===== config.mk =====
export PLATFORM = sky130hd
export DESIGN_NAME = in_port_fifo_flat
export DESIGN_NICKNAME = d
export VERILOG_FILES = /design/src/rtl/in_port_fifo_if.sv /design/src/rtl/in_port_fifo.sv /design/src/flat_wrapper.sv
export SDC_FILE = /design/constraint.sdc
export NUM_CORES = 1
export LEC_CHECK = 0
export CELL_PAD_IN_SITES_DETAIL_PLACEMENT = 0
export CELL_PAD_IN_SITES_GLOBAL_PLACEMENT = 1
export CORE_MARGIN = 1
export CORE_UTILIZATION = 35
export CTS_BUF_LIST = sky130_fd_sc_hd__clkbuf_4
export DETAILED_ROUTE_END_ITERATION = 6
export PLACE_DENSITY_LB_ADDON = 0.05
export RECOVER_POWER = 25
export SYNTH_ARGS = -nofsm -noshare
export SYNTH_HDL_FRONTEND = slang
export SYNTH_SLANG_ARGS = --single-unit

===== constraint.sdc =====
create_clock -name clk -period 3.64 [get_ports clk]
set_clock_uncertainty 0.1 [all_clocks]
set_input_delay 0.546 -clock clk [delete_from_list [all_inputs] [get_ports clk]]
set_output_delay 0.546 -clock clk [all_outputs]
set_load 0.01 [all_outputs]

===== src/rtl/in_port_fifo_if.sv =====
// -----------------------------------------------------------------------------
// in_port_fifo_if
// Purpose : Groups the handshake, CPU strobe, data and status signals of the
//           input-port FIFO so they can be passed as one interface port.
// Signals : ext_data/ext_valid/ext_ready - external device push handshake
//           InPort_out/InPort_Data       - CPU bus-drive strobe and read data
//           empty/full/count             - occupancy status
//           overflow/underflow/flag_clr  - sticky error flags and their clear
// Modports: master - external device / CPU side (drives pushes and strobes)
//           slave  - the FIFO itself
// -----------------------------------------------------------------------------
interface in_port_fifo_if #(
    parameter int DATA_WIDTH = 32,
    parameter int ADDR_W     = 2
);
    logic [DATA_WIDTH-1:0] ext_data;
    logic                  ext_valid;
    logic                  ext_ready;
    logic                  InPort_out;
    logic [DATA_WIDTH-1:0] InPort_Data;
    logic                  empty;
    logic                  full;
    logic [ADDR_W:0]       count;
    logic                  overflow;
    logic                  underflow;
    logic                  flag_clr;

    modport master (
        output ext_data, ext_valid, InPort_out, flag_clr,
        input  ext_ready, InPort_Data, empty, full, count, overflow, underflow
    );

    modport slave (
        input  ext_data, ext_valid, InPort_out, flag_clr,
        output ext_ready, InPort_Data, empty, full, count, overflow, underflow
    );
endinterface


===== src/rtl/in_port_fifo.sv =====
// -----------------------------------------------------------------------------
// in_port_fifo
// Purpose : Input-port FIFO. An external device pushes words with a
//           valid/ready handshake; the CPU consumes one word per InPort_out
//           assertion, on the falling edge of that strobe, so the word on
//           InPort_Data stays stable for the whole assertion window.
// Ports   : clk  - system clock, all state updates on the rising edge
//           clr  - synchronous active-high reset
//           bus  - in_port_fifo_if.slave (handshake, strobe, data, status)
// -----------------------------------------------------------------------------
module in_port_fifo #(
    parameter int DATA_WIDTH = 32,
    parameter int DEPTH      = 4,
    parameter int ADDR_W     = 2
) (
    input  logic           clk,
    input  logic           clr,
    in_port_fifo_if.slave  bus
);

    localparam logic [ADDR_W:0] FULL_CNT = (ADDR_W + 1)'(DEPTH);

    logic [DATA_WIDTH-1:0] mem_q [DEPTH];
    logic [ADDR_W-1:0]     wr_ptr_q,      wr_ptr_d;
    logic [ADDR_W-1:0]     rd_ptr_q,      rd_ptr_d;
    logic [ADDR_W:0]       count_q,       count_d;
    logic [DATA_WIDTH-1:0] hold_q,        hold_d;
    logic                  strobe_prev_q;
    logic                  overflow_q,    overflow_d;
    logic                  underflow_q,   underflow_d;

    logic                  empty_s;
    logic                  full_s;
    logic                  push_s;
    logic                  pop_evt_s;
    logic                  pop_s;

    // Occupancy comes from the separate counter, so full/empty never alias
    // when the pointers are equal.
    assign empty_s = (count_q == {(ADDR_W + 1){1'b0}});
    assign full_s  = (count_q == FULL_CNT);

    // Next-state logic for pointers, count, hold register and sticky flags.
    always_comb begin
        push_s      = bus.ext_valid & ~full_s;
        // A read completes when the strobe drops, not when it rises.
        pop_evt_s   = strobe_prev_q & ~bus.InPort_out;
        pop_s       = pop_evt_s & ~empty_s;

        wr_ptr_d    = wr_ptr_q;
        rd_ptr_d    = rd_ptr_q;
        count_d     = count_q;
        hold_d      = hold_q;
        overflow_d  = overflow_q;
        underflow_d = underflow_q;

        if (push_s) begin
            wr_ptr_d = wr_ptr_q + ADDR_W'(1);
        end else begin
            wr_ptr_d = wr_ptr_q;
        end

        if (pop_s) begin
            rd_ptr_d = rd_ptr_q + ADDR_W'(1);
            hold_d   = mem_q[rd_ptr_q];
        end else begin
            rd_ptr_d = rd_ptr_q;
            hold_d   = hold_q;
        end

        case ({push_s, pop_s})
            2'b10:   count_d = count_q + (ADDR_W + 1)'(1);
            2'b01:   count_d = count_q - (ADDR_W + 1)'(1);
            default: count_d = count_q;
        endcase

        // Set conditions take priority over the flag clear.
        if (bus.ext_valid && full_s) begin
            overflow_d = 1'b1;
        end else if (bus.flag_clr) begin
            overflow_d = 1'b0;
        end else begin
            overflow_d = overflow_q;
        end

        if (pop_evt_s && empty_s) begin
            underflow_d = 1'b1;
        end else if (bus.flag_clr) begin
            underflow_d = 1'b0;
        end else begin
            underflow_d = underflow_q;
        end
    end

    // State registers with synchronous reset.
    always_ff @(posedge clk) begin
        if (clr) begin
            wr_ptr_q      <= {ADDR_W{1'b0}};
            rd_ptr_q      <= {ADDR_W{1'b0}};
            count_q       <= {(ADDR_W + 1){1'b0}};
            hold_q        <= {DATA_WIDTH{1'b0}};
            strobe_prev_q <= 1'b0;
            overflow_q    <= 1'b0;
            underflow_q   <= 1'b0;
        end else begin
            wr_ptr_q      <= wr_ptr_d;
            rd_ptr_q      <= rd_ptr_d;
            count_q       <= count_d;
            hold_q        <= hold_d;
            strobe_prev_q <= bus.InPort_out;
            overflow_q    <= overflow_d;
            underflow_q   <= underflow_d;
        end
    end

    // Storage array; contents are don't-care until written, so no reset.
    always_ff @(posedge clk) begin
        if (!clr && push_s) begin
            mem_q[wr_ptr_q] <= bus.ext_data;
        end
    end

    assign bus.ext_ready   = ~full_s;
    assign bus.empty       = empty_s;
    assign bus.full        = full_s;
    assign bus.count       = count_q;
    assign bus.overflow    = overflow_q;
    assign bus.underflow   = underflow_q;
    // Driven only from registered state: no path from InPort_out.
    assign bus.InPort_Data = empty_s ? hold_q : mem_q[rd_ptr_q];

endmodule


===== src/flat_wrapper.sv =====
// flat-port wrapper written by rule: the top's interface ports become plain ports
module in_port_fifo_flat 
#(
    parameter int DATA_WIDTH = 32,
    parameter int DEPTH      = 4,
    parameter int ADDR_W     = 2
)
  (clk, clr, bus_ext_data, bus_ext_valid, bus_InPort_out, bus_flag_clr, bus_ext_ready, bus_InPort_Data, bus_empty, bus_full, bus_count, bus_overflow, bus_underflow);
  in_port_fifo_if #(.DATA_WIDTH(DATA_WIDTH), .ADDR_W(ADDR_W)) bus_i ();
  input  logic clk;
  input  logic clr;
  input wire logic [$bits(bus_i.ext_data)-1:0] bus_ext_data;
  input wire logic [$bits(bus_i.ext_valid)-1:0] bus_ext_valid;
  input wire logic [$bits(bus_i.InPort_out)-1:0] bus_InPort_out;
  input wire logic [$bits(bus_i.flag_clr)-1:0] bus_flag_clr;
  output wire logic [$bits(bus_i.ext_ready)-1:0] bus_ext_ready;
  output wire logic [$bits(bus_i.InPort_Data)-1:0] bus_InPort_Data;
  output wire logic [$bits(bus_i.empty)-1:0] bus_empty;
  output wire logic [$bits(bus_i.full)-1:0] bus_full;
  output wire logic [$bits(bus_i.count)-1:0] bus_count;
  output wire logic [$bits(bus_i.overflow)-1:0] bus_overflow;
  output wire logic [$bits(bus_i.underflow)-1:0] bus_underflow;
  assign bus_i.ext_data = bus_ext_data;
  assign bus_i.ext_valid = bus_ext_valid;
  assign bus_i.InPort_out = bus_InPort_out;
  assign bus_i.flag_clr = bus_flag_clr;
  assign bus_ext_ready = bus_i.ext_ready;
  assign bus_InPort_Data = bus_i.InPort_Data;
  assign bus_empty = bus_i.empty;
  assign bus_full = bus_i.full;
  assign bus_count = bus_i.count;
  assign bus_overflow = bus_i.overflow;
  assign bus_underflow = bus_i.underflow;
  in_port_fifo #(.DATA_WIDTH(DATA_WIDTH), .DEPTH(DEPTH), .ADDR_W(ADDR_W)) u_core (.clk(clk), .clr(clr), .bus(bus_i));
endmodule

==> results of run 1 <==
-- per-layer routing --
layer | track usage, % | vias up | wire [µm]
met3 | 4.508 | 10 | 466
met2 | 23.53 | 62 | 6395
li1 | - | 1550 | -
met1 | 17.50 | 1707 | 5748
met4 | 3.644 | 4 | 107
met5 | 0 | - | 31
-- report_power, final --
part           internal (mW)  total (mW)  leakage, nW  switching, mW
sequential              2.16        2.18         1.52         0.0199
clock                  0.555        1.21        0.169          0.653
combinational          0.303       0.552        0.948          0.249
total                   3.02        3.94         2.64          0.923
-- placed cells by master, fill, tap and decap left out --
cell type          n
mux2_4             1
dfxtp_1           42
bufinv_16          4
nand2b_1           1
ha_1               5
dfxtp_2            2
a21oi_4            1
mux4_2            32
mux2_2            32
clkinvlp_4         3
fa_1               1
nor3_4             1
a22o_1            32
dlygate4sd3_1     23
inv_4              1
buf_12             3
buf_4              7
and3_1             1
or3_1              2
a21oi_1            8
o21ai_0            4
or3b_2             1
or3_2              1
nor3_1             1
inv_1              7
nand2_1            1
clkinv_2           3
xor2_1             2
edfxtp_1         128
nor2b_1            5
nand3_1            2
clkinv_4           2
clkdlybuf4s50_1   53
inv_6              2
clkbuf_4          18
nor2_1             7
and2_2             4
-- final cells by class --
cell class	count	area share, %
Clock buffer	18	1.695
Clock inverter	14	2.418
Inverter	8	0.4082
Multi-Input combinational cell	145	21.54
Sequential cell	172	59.31
Tap cell	234	3.673
Timing Repair Buffer	86	10.96
-- flip-flops by register name (all words and copies together), names as in the netlist, named ones only --
signal                cells
u_core.bus.count          3
u_core.bus.overflow       1
u_core.bus.underflow      1
u_core.hold_q            32
u_core.mem_q            128
u_core.rd_ptr_q           2
u_core.strobe_prev_q      1
u_core.wr_ptr_q           2
-- cells by family (layout without fill, tap and decap cells) --
logic type | Yosys count | in the layout | synth area share (%)
flops | 172 | 172 | 71.16
mux | 65 | 65 | 16.51
compound gates | 45 | 45 | 5.371
simple gates | 27 | 27 | 2.281
buf+inv | 27 | 126 | 3.166
fa+ha+maj | 6 | 6 | 1.244
xor+xnor | 2 | 2 | 0.2639
-- stage by stage --
stage               instance area, µm²  hold WS (ps)  setup WS, ps  std cells
floorplan                         6639         345.0          1161        344
global placement                  7642         357.3         779.7        645
detailed placement                7642         361.4         758.9        645
CTS                               7970         397.5         112.3        677
global route                      7970         409.0         34.14        677
finish                            7970         390.8         222.5        677
-- worst min-delay path by stage --
stage / startpoint / end / slack, ps / cells past startpoint
after global routing: u_core.hold_q[21] / u_core.hold_q[21] / 410 / 1
after CTS: u_core.hold_q[23] / u_core.hold_q[23] / 400 / 1
after global placement: u_core.hold_q[4] / u_core.hold_q[4] / 360 / 1
after floorplan: u_core.hold_q[0] / u_core.hold_q[0] / 340 / 1
final: u_core.hold_q[4] / u_core.hold_q[4] / 390 / 1
after detailed placement: u_core.hold_q[5] / u_core.hold_q[5] / 360 / 1
==> metrics.md, run 1 <==
| Metric | Value |
|---|---|
| Stages on worst setup path | 3 |
| Register area | 4727 µm² |
| DR vias | 3,333 |
| Synth warn | 0 |
| Die Wd | 139.7 µm |
| FILL cells | 1,683 |
| Sequence of cells on the critical path | or3_2, mux2_2, clkdlybuf4s50_1 |
| Slowest stage delay, CP | 910 ps |
| H-tree depth | 4 |
| Total wire length | 12,750 µm |
| Top cell type's share of synthesized area | 57.90% |
| CTS root buf | clkbuf_4 |
| Post-synth EDFFs | 128 |
| Remaining antenna violation count | 0 |
| Setup crit start | u_core.bus.count[0] |
| Clock-pin slew on the worst setup and hold paths | 130 ps |
| Setup crit end | bus_InPort_Data[31] |
| Syn avg cell area | 19.30 µm² |
| Setup violators final | 0 |
| Top cells by area, synth | edfxtp_1, dfxtp_1, mux4_2 |
| Synth Cell Area | 6639 µm² |
| Worst path required time | 2990 ps |
| CTS sink count | 172 |
| Top delay family on crit path | simple AND/OR/NAND/NOR gates |
| Synth cell count leaders | edfxtp_1, dfxtp_1, a22o_1, mux2_2, mux4_2 |
| Vias in the first global route | 3,535 |
| Die area | 19,520 µm² |
| Die Span Y | 139.7 µm |
| Worst R2R Start | u_core.bus.count[0] |
| Antenna fix cells | 0 |
| R2R setup slack | 790 ps |
| Synth Register Bits | 172 |
| Multi-input logic area | 1717 µm² |
| Endpoint class of the critical path | output pin |
| Outcome | finished, final reports clean |
| GR Overflow Total | 0 |
| WP buf/inv | 1 |
| Area delta synth->final | 20.05% |
| Initial DRC Count | 185 |
| Max_slew headroom | 36.12% |
| CP max FO | 35 |
| VDD IR-drop max | 0.2024 mV |
| Largest net degree at the start of global routing | 36 |
| Core footprint | 18,640 µm² |
| Pwr Total | 3.941 mW |
| DRT Pass-1 Iters | 4 |
| DR DRC count | 0 |
| Final core occ | 42.75% |
| Leak | 2.637 nW |
| Kind of critical path | flip-flop to output pin |
| Pwr dens | 494.5 nW/µm² |
| Critical Path Source Type | flip-flop |
| Postcts setup bufs | 0 |
| Final GP Congestion | 0.7102 |
| Resized cells post-CTS | 0 |
| Share of cells above drive strength 1 | 26.64% |
| Post-Syn Nets | 387 |
| Max-slew violations | 0 |
| Port Buffers | 76 |
| Unrepaired setup endpoints after global routing | no |
| First-pass GRT wire length | 20,080 µm |
| CTS tree | yes |
| Worst-margin pin slew | 958.2 ps |
| Avg Vias per Cell | 4.923 |
| Top FF cell, synth | edfxtp_1 |
| Seq/Total Area, Yosys | 71.16% |
| I/O pin total | 77 |
| Max Cap Violations | 0 |
| Detailed placement HPWL | 7452 µm |
| Clock tree buffer depth | 2 |
| Ys async rst share | 0% |
| Wire per inst | 18.83 µm |
| Hold_buf cts | 0 |
| Worst min path class | flip-flop to flip-flop |
| Worst EP arrival | 2770 ps |
| Cells after synthesis | 344 |
| Critical Path Slowest Stage Cell | or3_2 |
| Fin crit period | 3417 ps |
| Initial antenna violation count | 2 |
| Initial Utilization | 35.61% |
| Netlist cell types | 29 |
| Floorplan row count | 50 |
| Num CTS Buffers | 17 |
| R2R depth | 9 |
| Crit share post-route | 93.89% |
| Global Route Usage Sum | 14.04% |
| Fmax | 0.2926 GHz |
| Count leader, synth | edfxtp_1 |
| Setup TNS | 0 ps |
| Nets | 473 |
| RR Endpoint | u_core.bus.count[2] |
| Final hold vios | 0 |
| Cell taking the most area after synthesis | edfxtp_1 |
| Clock Latency Late Sink | 530 ps |
Note: power is estimated with default switching activity, not from simulation.
==> inputs of run 2 (changes only) <==
Settings changed: SETUP_SLACK_MARGIN from default to 0.1.
==> metrics.md, run 2 (same netlist as run 1, synthesis figures left out) <==
| Metric | Value |
|---|---|
| Outcome | finished, final reports clean (unchanged) |
| Fmax | 0.3064 GHz (was 0.2926 GHz) |
| Vias in the first global route | 3,535 (unchanged) |
| Max-slew violations | 0 (unchanged) |
| Core footprint | 18,640 µm² (unchanged) |
| Setup violators final | 0 (unchanged) |
| Num CTS Buffers | 17 (unchanged) |
| Clock tree buffer depth | 2 (unchanged) |
| WP buf/inv | 2 (was 1) |
| Critical Path Source Type | flip-flop (unchanged) |
| Die Wd | 139.7 µm (unchanged) |
| Slowest stage delay, CP | 670 ps (was 910 ps) |
| Largest Register | u_core.mem_q (unchanged) |
| Worst slack, placed | 758.9 ps (unchanged) |
| DR DRC count | 0 (unchanged) |
| CP max FO | 17 (was 35) |
| Fin cells | 677 (unchanged) |
| Final core occ | 42.77% (was 42.75%) |
| H-tree depth | 4 (unchanged) |
| VDD IR-drop max | 0.2024 mV (about the same) |
| Worst path required time | 2990 ps (about the same) |
| Initial antenna violation count | 2 (unchanged) |
| Endpoint class of the critical path | output pin (unchanged) |
| Kind of critical path | flip-flop to output pin (unchanged) |
| Worst EP arrival | 2620 ps (was 2770 ps) |
| CTS sink count | 172 (unchanged) |
| Largest net degree at the start of global routing | 36 (unchanged) |
| Global Route Usage Sum | 14.04% (unchanged) |
| Critical Path Slowest Stage Cell | dfxtp_2 (was or3_2) |
| Sequence of cells on the critical path | buf_4, mux4_2, mux2_2, clkdlybuf4s50_1 (was or3_2, mux2_2, clkdlybuf4s50_1) |
| Leak | 2.636 nW (was 2.637 nW) |
| Final hold vios | 0 (unchanged) |
| Nets | 473 (unchanged) |
| Clock Latency Late Sink | 540 ps (was 530 ps) |
| Share of cells above drive strength 1 | 26.64% (unchanged) |
| Area delta synth->final | 20.11% (was 20.05%) |
| Largest register FFs | 128 (unchanged) |
| Max Cap Violations | 0 (unchanged) |
| Setup ws final | 376.0 ps (was 222.5 ps) |
| Die area | 19,520 µm² (unchanged) |
| Worst-margin pin slew | 574.2 ps (was 958.2 ps) |
| Hold_buf cts | 0 (unchanged) |
| Detailed placement HPWL | 7452 µm (unchanged) |
| First-pass GRT wire length | 20,080 µm (unchanged) |
| GR Overflow Total | 0 (unchanged) |
| Die Span Y | 139.7 µm (unchanged) |
| Antenna fix cells | 0 (unchanged) |
| CTS tree | yes (unchanged) |
| Total wire length | 12,770 µm (was 12,750 µm) |
| Commonest cells after routing, fill and taps aside | edfxtp_1, clkdlybuf4s50_1, dfxtp_1 (unchanged) |
| Unrepaired setup endpoints after global routing | no (unchanged) |
| DRT Pass-1 Iters | 4 (unchanged) |
| Setup TNS | 0 ps (unchanged) |
| Max_slew headroom | 61.72% (was 36.12%) |
| Fin crit period | 3264 ps (was 3417 ps) |
| Clock-pin slew on the worst setup and hold paths | 130 ps (about the same) |
| Met1 wire length | 5764 µm (was 5748 µm) |
| Floorplan row count | 50 (unchanged) |
| DR vias | 3,335 (was 3,333) |
| Met3 WL | 463 µm (was 466 µm) |
| Avg Vias per Cell | 4.926 (was 4.923) |
| R2R depth | 9 (unchanged) |
| Worst Hold Depth | 1 (unchanged) |
| Initial DRC Count | 168 (was 185) |
| Pwr dens | 494.6 nW/µm² (was 494.5 nW/µm²) |
| Stages on worst setup path | 4 (was 3) |
| I/O pin total | 77 (unchanged) |
| Top delay family on crit path | buffers and inverters (was simple AND/OR/NAND/NOR gates) |
| Initial Utilization | 35.61% (unchanged) |
| Commonest non-fill, non-tap cell in the layout | edfxtp_1 (unchanged) |
| WL met2 | 6401 µm (was 6395 µm) |
| Placed cells | 645 (unchanged) |
| Worst hold slack | 390.8 ps (about the same) |
| Worst min path class | flip-flop to flip-flop (unchanged) |
| Final GP Congestion | 0.7102 (unchanged) |
| Crit share post-route | 89.67% (was 93.89%) |
| Port Buffers | 76 (unchanged) |
| Remaining antenna violation count | 0 (unchanged) |
| Wire per inst | 18.86 µm (was 18.83 µm) |
| Max Used Layer | met5 (unchanged) |
| CTS root buf | clkbuf_4 (unchanged) |
run 2: cell counts in the layout (fill, tap and decap cells not counted):
No cell type changed its count.
run 2: worst reg2reg max path: stages, from the launching register on:
cell and delay (ps):
dfxtp_1 430, or3_4 530, inv_4 110, nor2_1 130, ha_1 180, inv_1 60
fa_1 370, xor2_1 160, or3_1 320, a21oi_1 140
run 2: worst paths after layout:
check | start | endpoint | slack [ps]
max | flip-flop | bus_InPort_Data[28] | 380
min | u_core.hold_q[4] | u_core.hold_q[4] | 390
max reg2reg | u_core.bus.count[0] | u_core.bus.count[2] | 1060
min reg2reg | u_core.hold_q[4] | u_core.hold_q[4] | 390
run 2: what timing repair did:
action | CTS | global route
setup buffers | 0 | 0
endpoints found under the setup margin | 0 | 32
hold endpoints to repair | 0 | 0
resized for setup | 0 | 1
run 2: per-stage QoR:
stage	power [mW]	cell area, µm²
2_1_floorplan	2.545	6639
3_3_place_gp	2.790	7642
3_5_place_dp	2.793	7642
4_1_cts	4.012	7970
5_1_grt	4.120	7974
6_report	3.944	7974
run 2: final cells by class:
class                   instances  area (µm²)
flip-flops and latches        172        4727
fillers                      1683       10670
inverters                       8       32.53
clock buffers                  18       135.1
multi-input cells             145        1720
repair buffers                 86       873.3
well taps                     234       292.8
clock inverters                14       192.7
run 2: where the power goes:
part / internal, mW / leakage, nW / switching (mW)
logic: 0.303 / 0.948 / 0.250
clock network: 0.555 / 0.169 / 0.654
registers: 2.16 / 1.52 / 0.0202
run 2: per-layer routing:
metal	up-vias	GRT usage, %
li1	1549	-
met1	1710	17.50
met2	62	23.53
met3	10	4.508
met4	4	3.644
met5	-	0
